$ cat src/rtl/alu_pkg.sv
// Shared definitions for the sequential ALU: operation encodings, FSM states
// and the shift-op classifier used by the top level.
package alu_pkg;

    localparam logic [3:0] ALU_AND = 4'b0000;
    localparam logic [3:0] ALU_OR  = 4'b0001;
    localparam logic [3:0] ALU_ADD = 4'b0010;
    localparam logic [3:0] ALU_SUB = 4'b0110;
    localparam logic [3:0] ALU_SLT = 4'b0111;
    localparam logic [3:0] ALU_SLL = 4'b1000;
    localparam logic [3:0] ALU_SRL = 4'b1001;
    localparam logic [3:0] ALU_SRA = 4'b1010;
    localparam logic [3:0] ALU_NOR = 4'b1100;

    typedef enum logic [1:0] {
        IDLE  = 2'd0,
        SHIFT = 2'd1,
        DONE  = 2'd2
    } state_t;

    function automatic logic is_shift(input logic [3:0] ctrl);
        return (ctrl == ALU_SLL) || (ctrl == ALU_SRL) || (ctrl == ALU_SRA);
    endfunction

endpackage

$ cat src/rtl/alu_seq_if.sv
// Request/response bundle between issue logic (master) and the sequential ALU
// (slave). Signal names keep the established port names of the block.
interface alu_seq_if #(
    parameter int WIDTH = 32
) ();
    localparam int SHW = $clog2(WIDTH);

    logic             in_valid_i;
    logic             in_ready_o;
    logic [WIDTH-1:0] src1_i;
    logic [WIDTH-1:0] src2_i;
    logic [3:0]       ctrl_i;
    logic [SHW-1:0]   shamt_i;
    logic             out_valid_o;
    logic             out_ready_i;
    logic [WIDTH-1:0] result_o;
    logic             zero_o;
    logic             cout_o;
    logic             overflow_o;

    modport master (
        output in_valid_i, src1_i, src2_i, ctrl_i, shamt_i, out_ready_i,
        input  in_ready_o, out_valid_o, result_o, zero_o, cout_o, overflow_o
    );

    modport slave (
        input  in_valid_i, src1_i, src2_i, ctrl_i, shamt_i, out_ready_i,
        output in_ready_o, out_valid_o, result_o, zero_o, cout_o, overflow_o
    );

endinterface

$ cat src/rtl/alu_core.sv
// Combinational WIDTH-bit logic/arithmetic unit. Shift and unknown codes
// yield zero result and zero flags; shifting is done iteratively by alu_seq.
module alu_core
    import alu_pkg::*;
#(
    parameter int WIDTH = 32
) (
    input  logic [WIDTH-1:0] a,
    input  logic [WIDTH-1:0] b,
    input  logic [3:0]       ctrl,
    output logic [WIDTH-1:0] result,
    output logic             cout,
    output logic             overflow
);
    localparam int MSB = WIDTH - 1;

    logic [WIDTH-1:0] b_inv;
    logic [WIDTH:0]   sum_add;
    logic [WIDTH:0]   sum_sub;
    logic             ovf_add;
    logic             ovf_sub;

    assign b_inv   = ~b;
    assign sum_add = {1'b0, a} + {1'b0, b};
    assign sum_sub = {1'b0, a} + {1'b0, b_inv} + {{WIDTH{1'b0}}, 1'b1};

    // Overflow compares against the post-invert operand, so SUB reuses the ADD rule.
    assign ovf_add = (a[MSB] == b[MSB])     && (sum_add[MSB] != a[MSB]);
    assign ovf_sub = (a[MSB] == b_inv[MSB]) && (sum_sub[MSB] != a[MSB]);

    always_comb begin
        result   = '0;
        cout     = 1'b0;
        overflow = 1'b0;
        case (ctrl)
            ALU_AND: result = a & b;
            ALU_OR:  result = a | b;
            ALU_NOR: result = ~(a | b);
            ALU_ADD: begin
                result   = sum_add[WIDTH-1:0];
                cout     = sum_add[WIDTH];
                overflow = ovf_add;
            end
            ALU_SUB: begin
                result   = sum_sub[WIDTH-1:0];
                cout     = sum_sub[WIDTH];
                overflow = ovf_sub;
            end
            ALU_SLT: result = {{(WIDTH-1){1'b0}}, sum_sub[MSB] ^ ovf_sub};
            default: ;
        endcase
    end

endmodule

$ cat src/rtl/alu_seq.sv
// Handshaked, registered ALU: one operation in flight, single-cycle logic and
// arithmetic, shifts performed one bit per cycle in a working register.
module alu_seq
    import alu_pkg::*;
#(
    parameter int WIDTH = 32
) (
    input  logic        clk_i,
    input  logic        rst_i,
    alu_seq_if.slave    bus
);
    localparam int SHW = $clog2(WIDTH);

    state_t           state_q;
    state_t           state_d;
    logic [3:0]       op_q;
    logic [WIDTH-1:0] work_q;
    logic [WIDTH-1:0] step;
    logic [SHW-1:0]   cnt_q;
    logic [WIDTH-1:0] result_q;
    logic             zero_q;
    logic             cout_q;
    logic             ovf_q;

    logic [WIDTH-1:0] core_result;
    logic             core_cout;
    logic             core_ovf;
    logic             multi_cycle;

    alu_core #(.WIDTH(WIDTH)) u_core (
        .a        (bus.src1_i),
        .b        (bus.src2_i),
        .ctrl     (bus.ctrl_i),
        .result   (core_result),
        .cout     (core_cout),
        .overflow (core_ovf)
    );

    assign multi_cycle = is_shift(bus.ctrl_i) && (bus.shamt_i != '0);

    // NOTE: sequential state uses non-blocking assignments so every register samples pre-edge values.
    always_ff @(posedge clk_i) begin
        if (rst_i) state_q <= IDLE;
        else       state_q <= state_d;
    end

    always_comb begin
        // NOTE: a default assignment first keeps combinational blocks latch-free.
        state_d = state_q;
        case (state_q)
            IDLE:    if (bus.in_valid_i) state_d = multi_cycle ? SHIFT : DONE;
            SHIFT:   if (cnt_q == SHW'(1)) state_d = DONE;
            DONE:    if (bus.out_ready_i) state_d = IDLE;
            default: state_d = IDLE;
        endcase
    end

    always_comb begin
        bus.in_ready_o  = (state_q == IDLE);
        bus.out_valid_o = (state_q == DONE);
        bus.result_o    = result_q;
        bus.zero_o      = zero_q;
        bus.cout_o      = cout_q;
        bus.overflow_o  = ovf_q;
    end

    // One-bit step of the captured shift; SRA replicates the sign bit.
    always_comb begin
        step = work_q;
        case (op_q)
            ALU_SLL: step = {work_q[WIDTH-2:0], 1'b0};
            ALU_SRL: step = {1'b0, work_q[WIDTH-1:1]};
            ALU_SRA: step = {work_q[WIDTH-1], work_q[WIDTH-1:1]};
            default: step = work_q;
        endcase
    end

    always_ff @(posedge clk_i) begin
        if (rst_i) begin
            // NOTE: working register and counter reset too, so an aborted shift leaves nothing behind.
            op_q     <= ALU_AND;
            work_q   <= '0;
            cnt_q    <= '0;
            result_q <= '0;
            zero_q   <= 1'b0;
            cout_q   <= 1'b0;
            ovf_q    <= 1'b0;
        end else begin
            case (state_q)
                IDLE: if (bus.in_valid_i) begin
                    op_q <= bus.ctrl_i;
                    if (multi_cycle) begin
                        work_q <= bus.src2_i;
                        cnt_q  <= bus.shamt_i;
                    end else begin
                        if (is_shift(bus.ctrl_i)) begin
                            result_q <= bus.src2_i;
                            zero_q   <= (bus.src2_i == '0);
                        end else begin
                            result_q <= core_result;
                            zero_q   <= (core_result == '0);
                        end
                        cout_q <= core_cout;
                        ovf_q  <= core_ovf;
                    end
                end
                SHIFT: begin
                    work_q <= step;
                    cnt_q  <= cnt_q - SHW'(1);
                    if (cnt_q == SHW'(1)) begin
                        result_q <= step;
                        zero_q   <= (step == '0);
                        cout_q   <= 1'b0;
                        ovf_q    <= 1'b0;
                    end
                end
                default: ;
            endcase
        end
    end

endmodule

$ cat src/flat_wrapper.sv
// flat-port wrapper written by rule: the top's interface ports become plain ports
module alu_seq_flat import alu_pkg::*;
#(
    parameter int WIDTH = 32
)
  (clk_i, rst_i, bus_in_valid_i, bus_src1_i, bus_src2_i, bus_ctrl_i, bus_shamt_i, bus_out_ready_i, bus_in_ready_o, bus_out_valid_o, bus_result_o, bus_zero_o, bus_cout_o, bus_overflow_o);
  alu_seq_if #(.WIDTH(WIDTH)) bus_i ();
  input  logic clk_i;
  input  logic rst_i;
  input wire logic [$bits(bus_i.in_valid_i)-1:0] bus_in_valid_i;
  input wire logic [$bits(bus_i.src1_i)-1:0] bus_src1_i;
  input wire logic [$bits(bus_i.src2_i)-1:0] bus_src2_i;
  input wire logic [$bits(bus_i.ctrl_i)-1:0] bus_ctrl_i;
  input wire logic [$bits(bus_i.shamt_i)-1:0] bus_shamt_i;
  input wire logic [$bits(bus_i.out_ready_i)-1:0] bus_out_ready_i;
  output wire logic [$bits(bus_i.in_ready_o)-1:0] bus_in_ready_o;
  output wire logic [$bits(bus_i.out_valid_o)-1:0] bus_out_valid_o;
  output wire logic [$bits(bus_i.result_o)-1:0] bus_result_o;
  output wire logic [$bits(bus_i.zero_o)-1:0] bus_zero_o;
  output wire logic [$bits(bus_i.cout_o)-1:0] bus_cout_o;
  output wire logic [$bits(bus_i.overflow_o)-1:0] bus_overflow_o;
  assign bus_i.in_valid_i = bus_in_valid_i;
  assign bus_i.src1_i = bus_src1_i;
  assign bus_i.src2_i = bus_src2_i;
  assign bus_i.ctrl_i = bus_ctrl_i;
  assign bus_i.shamt_i = bus_shamt_i;
  assign bus_i.out_ready_i = bus_out_ready_i;
  assign bus_in_ready_o = bus_i.in_ready_o;
  assign bus_out_valid_o = bus_i.out_valid_o;
  assign bus_result_o = bus_i.result_o;
  assign bus_zero_o = bus_i.zero_o;
  assign bus_cout_o = bus_i.cout_o;
  assign bus_overflow_o = bus_i.overflow_o;
  alu_seq #(.WIDTH(WIDTH)) u_core (.clk_i(clk_i), .rst_i(rst_i), .bus(bus_i));
endmodule
$ cat config.mk
export PLATFORM = sky130hd
export DESIGN_NAME = alu_seq_flat
export DESIGN_NICKNAME = d
export VERILOG_FILES = /design/src/rtl/alu_pkg.sv /design/src/rtl/alu_seq_if.sv /design/src/rtl/alu_core.sv /design/src/rtl/alu_seq.sv /design/src/flat_wrapper.sv
export SDC_FILE = /design/constraint.sdc
export NUM_CORES = 1
export LEC_CHECK = 0
export CAP_MARGIN = 30
export CORE_ASPECT_RATIO = 0.75
export CORE_UTILIZATION = 34
export DETAILED_ROUTE_END_ITERATION = 8
export GPL_TIMING_DRIVEN = 0
export PLACE_DENSITY = 0.51
export SLEW_MARGIN = 15
export SYNTH_ARGS = -nofsm -noshare
export SYNTH_HDL_FRONTEND = slang
export SYNTH_HIERARCHICAL = 1
export SYNTH_SLANG_ARGS = --single-unit
$ cat constraint.sdc
create_clock -name clk_i -period 13.93 [get_ports clk_i]
set_input_delay 4.179 -clock clk_i [delete_from_list [all_inputs] [get_ports clk_i]]
set_output_delay 4.179 -clock clk_i [all_outputs]
set_load 0.02 [all_outputs]
==> impl_metrics.json <==
{
  "cap_violations": 0,
  "synth_area_mm2": 0.00983,
  "nFillCells": 3068,
  "cts_tree": "built",
  "worst_pin_slew_ns": 0.991,
  "vias": 12000,
  "critPathKind": "in2reg",
  "antenna_left": 0,
  "max_freq_ghz": 0.113,
  "peakVddDrop_mv": 0.0603,
  "portBuffers": 113,
  "worstPathRequired_ns": 14.20,
  "coreArea_mm2": 0.0282,
  "crit_start": "bus_src2_i[23]",
  "synth_area_per_cell_um2": 6.83,
  "period_share_pct": 63.6,
  "grt-ovfl-total": 0,
  "cts_resized": 0,
  "ctsRootBufferMaster": "clkbuf_16",
  "dp_hpwl_um": 38300,
  "grt_pass1_wl_um": 70500,
  "die_area_mm2": 0.0296,
  "cp.arrival_ns": 9.12,
  "sequentialPowerShare_pct": 27.9,
  "path_clk_slew_ns": 0.06,
  "fin_area_mm2": 0.0118,
  "antenna_found_initial": 0,
  "worstHoldStart": "u_core/bus.result_o[24]$_SDFFE_PP0P_",
  "start_util_pct": 34.8,
  "areaGrowthSynthToFinish_pct": 19.6,
  "drive_above_1_share_pct": 4.97,
  "ys_seq_area_share_pct": 15.9,
  "synthCells": 1439,
  "p_int_w": 0.000532,
  "tns_ns": 0,
  "p_sw_share_pct": 42.2,
  "relSlewSlack_pct": 33.2,
  "power.share.clock_pct": 26.8,
  "dpl-instance-area_mm2": 0.0114,
  "cts_buffer_depth": 2,
  "whs_ns": 0.449,
  "hold_buffers": 0,
  "p_leak_nw": 4.68,
  "post_cts_buffers": 0,
  "async_reset_ff_share_pct": 0,
  "switchingPower_w": 0.000388,
  "cts_made_buffers": 9,
  "layout_common_cells": "nand2_1 (209), a21oi_1 (150), nor2_1 (141)",
  "grt_usage_pct": 32.3,
  "cp-start-kind": "primary input",
  "firstDrtPassIters": 5,
  "vias_per_cell": 6.14,
  "cts_max_level": 3,
  "r2r_start": "u_core/state_q[1]$_SDFFE_PP0P_",
  "status": "finished clean",
  "ys.flop_type": "dfxtp_1",
  "synth_fp_nets": 1626,
  "dieHeight_um": 149,
  "hold_viol_final": 0,
  "p_comb_share_pct": 45.3,
  "drv_slew": 0,
  "io_pins": 114,
  "layout_commonest_cell": "nand2_1",
  "cp-end-kind": "flop",
  "cts.sinks": 78,
  "power_density_mw_per_mm2": 78.2,
  "rows": 53,
  "gp_congestion": 0.965,
  "rsz0062_at_grt": "false",
  "setup_viol": 0,
  "insertion_delay_ns": 0.36,
  "ys_types": 94,
  "drc_errors": 0,
  "wirelength_um": 48100,
  "wl_per_cell_um": 24.6,
  "ys_ff_latch": 78,
  "layout.nets": 1751,
  "hold_path.class": "reg2reg",
  "yosys_warnings": 6,
  "grt_start_max_net_pins": 14,
  "skew_ns": 0.00953,
  "synth_edf_count": 0,
  "diodes": 0,
  "path_max_fanout": 10,
  "die_x_um": 198,
  "grt_pass1_vias": 10900,
  "drt_iter0_drc": 1452,
  "period_minus_slack_ns": 8.85
}
==> logic make-up after synthesis <==
logic type | count (synthesis) | share of synthesized area [%]
compound gates | 497 | 35.0
xor+xnor | 3 | 0.267
fa+ha+maj | 110 | 14.1
buf+inv | 199 | 8.02
flops | 78 | 15.9
mux | 17 | 1.98
simple gates | 535 | 24.7
==> flip-flops by register name (all words and copies together) (netlist names) <==
name / flops
u_core/work_q: 32
u_core/cnt_q: 5
u_core/bus.overflow_o: 1
u_core/op_q: 4
u_core/bus.result_o: 32
u_core/bus.zero_o: 1
u_core/bus.cout_o: 1
u_core/state_q: 2
==> power by group through the flow <==
stage               sequential [W]  clock, W  combinational, W
floorplan                 0.000264         0          0.000240
global placement          0.000261         0          0.000404
detailed placement        0.000260         0          0.000403
CTS                       0.000256  0.000248          0.000405
global route              0.000258  0.000259          0.000448
finish                    0.000257  0.000246          0.000417
==> final timing paths <==
check	depth (start not counted)	slack, ns	endpoint
setup / recovery	19	5.08	u_core/bus.zero_o$_SDFFE_PP0P_
hold / removal	2	0.45	u_core/bus.result_o[24]$_SDFFE_PP0P_
setup reg to reg	9	10.64	u_core/bus.result_o[26]$_SDFFE_PP0P_
hold reg to reg	2	0.45	u_core/bus.result_o[24]$_SDFFE_PP0P_
==> layer usage <==
metal	vias up	GRT usage (%)	wire, um
met5	-	0	0
met4	0	6.16	803
met3	52	8.18	5270
met2	670	44.0	18400
met1	5742	49.6	23600
li1	5531	-	-
==> critical path: stages <==
cell and delay, ns:
clkdlybuf4s50_1 0.77, inv_1 0.13, ha_1 0.31, clkbuf_1 0.27, a21oi_1 0.20, o21bai_1 0.10, a21oi_1 0.19, o21ai_0 0.16
a211oi_1 0.55, a21boi_0 0.44, o21a_1 0.19, and4b_1 0.20, a211o_1 0.32, nor4_1 0.28, nand4_1 0.17, nor3_1 0.16
o21ai_0 0.16, a21o_1 0.27, o31ai_2 0.06
==> Yosys cell counts (33+ instances only) <==
library cell  number  share of area, %
a21oi_1          150               7.6
nor2_1           141               5.4
o21ai_0           48               2.4
o22ai_1           33               2.1
o211ai_1          34               2.6
ha_1             108                14
dfxtp_1           78                16
nand2_1          209               8.0
clkbuf_1          76               2.9
inv_1             97               3.7
nand3_1           55               2.8
a221oi_1          62               5.5
==> area by class of cell <==
cell class                      instances  area, um^2  area share (%)
Inverter                              100         375            3.19
Multi-Input combinational cell       1162        7480            63.6
Sequential cell                        78        1560            13.3
Buffer                                 99         413            3.51
Clock buffer                           11         243            2.06
Tap cell                              385         482            4.10
Timing Repair Buffer                  114        1140            9.72
Clock inverter                          5        57.6           0.489
==> through the flow <==
| step | setup WS [ns] | std cells | util (%) | power, W |
|---|---|---|---|---|
| after global routing | 4.71 | 1954 | 41.6 | 0.000965 |
| after floorplan | 6.62 | 1439 | - | 0.000504 |
| after CTS | 5.20 | 1953 | 41.6 | 0.000909 |
| after global placement | 4.81 | 1937 | 40.5 | 0.000665 |
| final | 5.08 | 1954 | 41.6 | 0.000919 |
| after detailed placement | 4.84 | 1937 | 40.5 | 0.000663 |
Note: power is estimated with default switching activity, not from simulation.
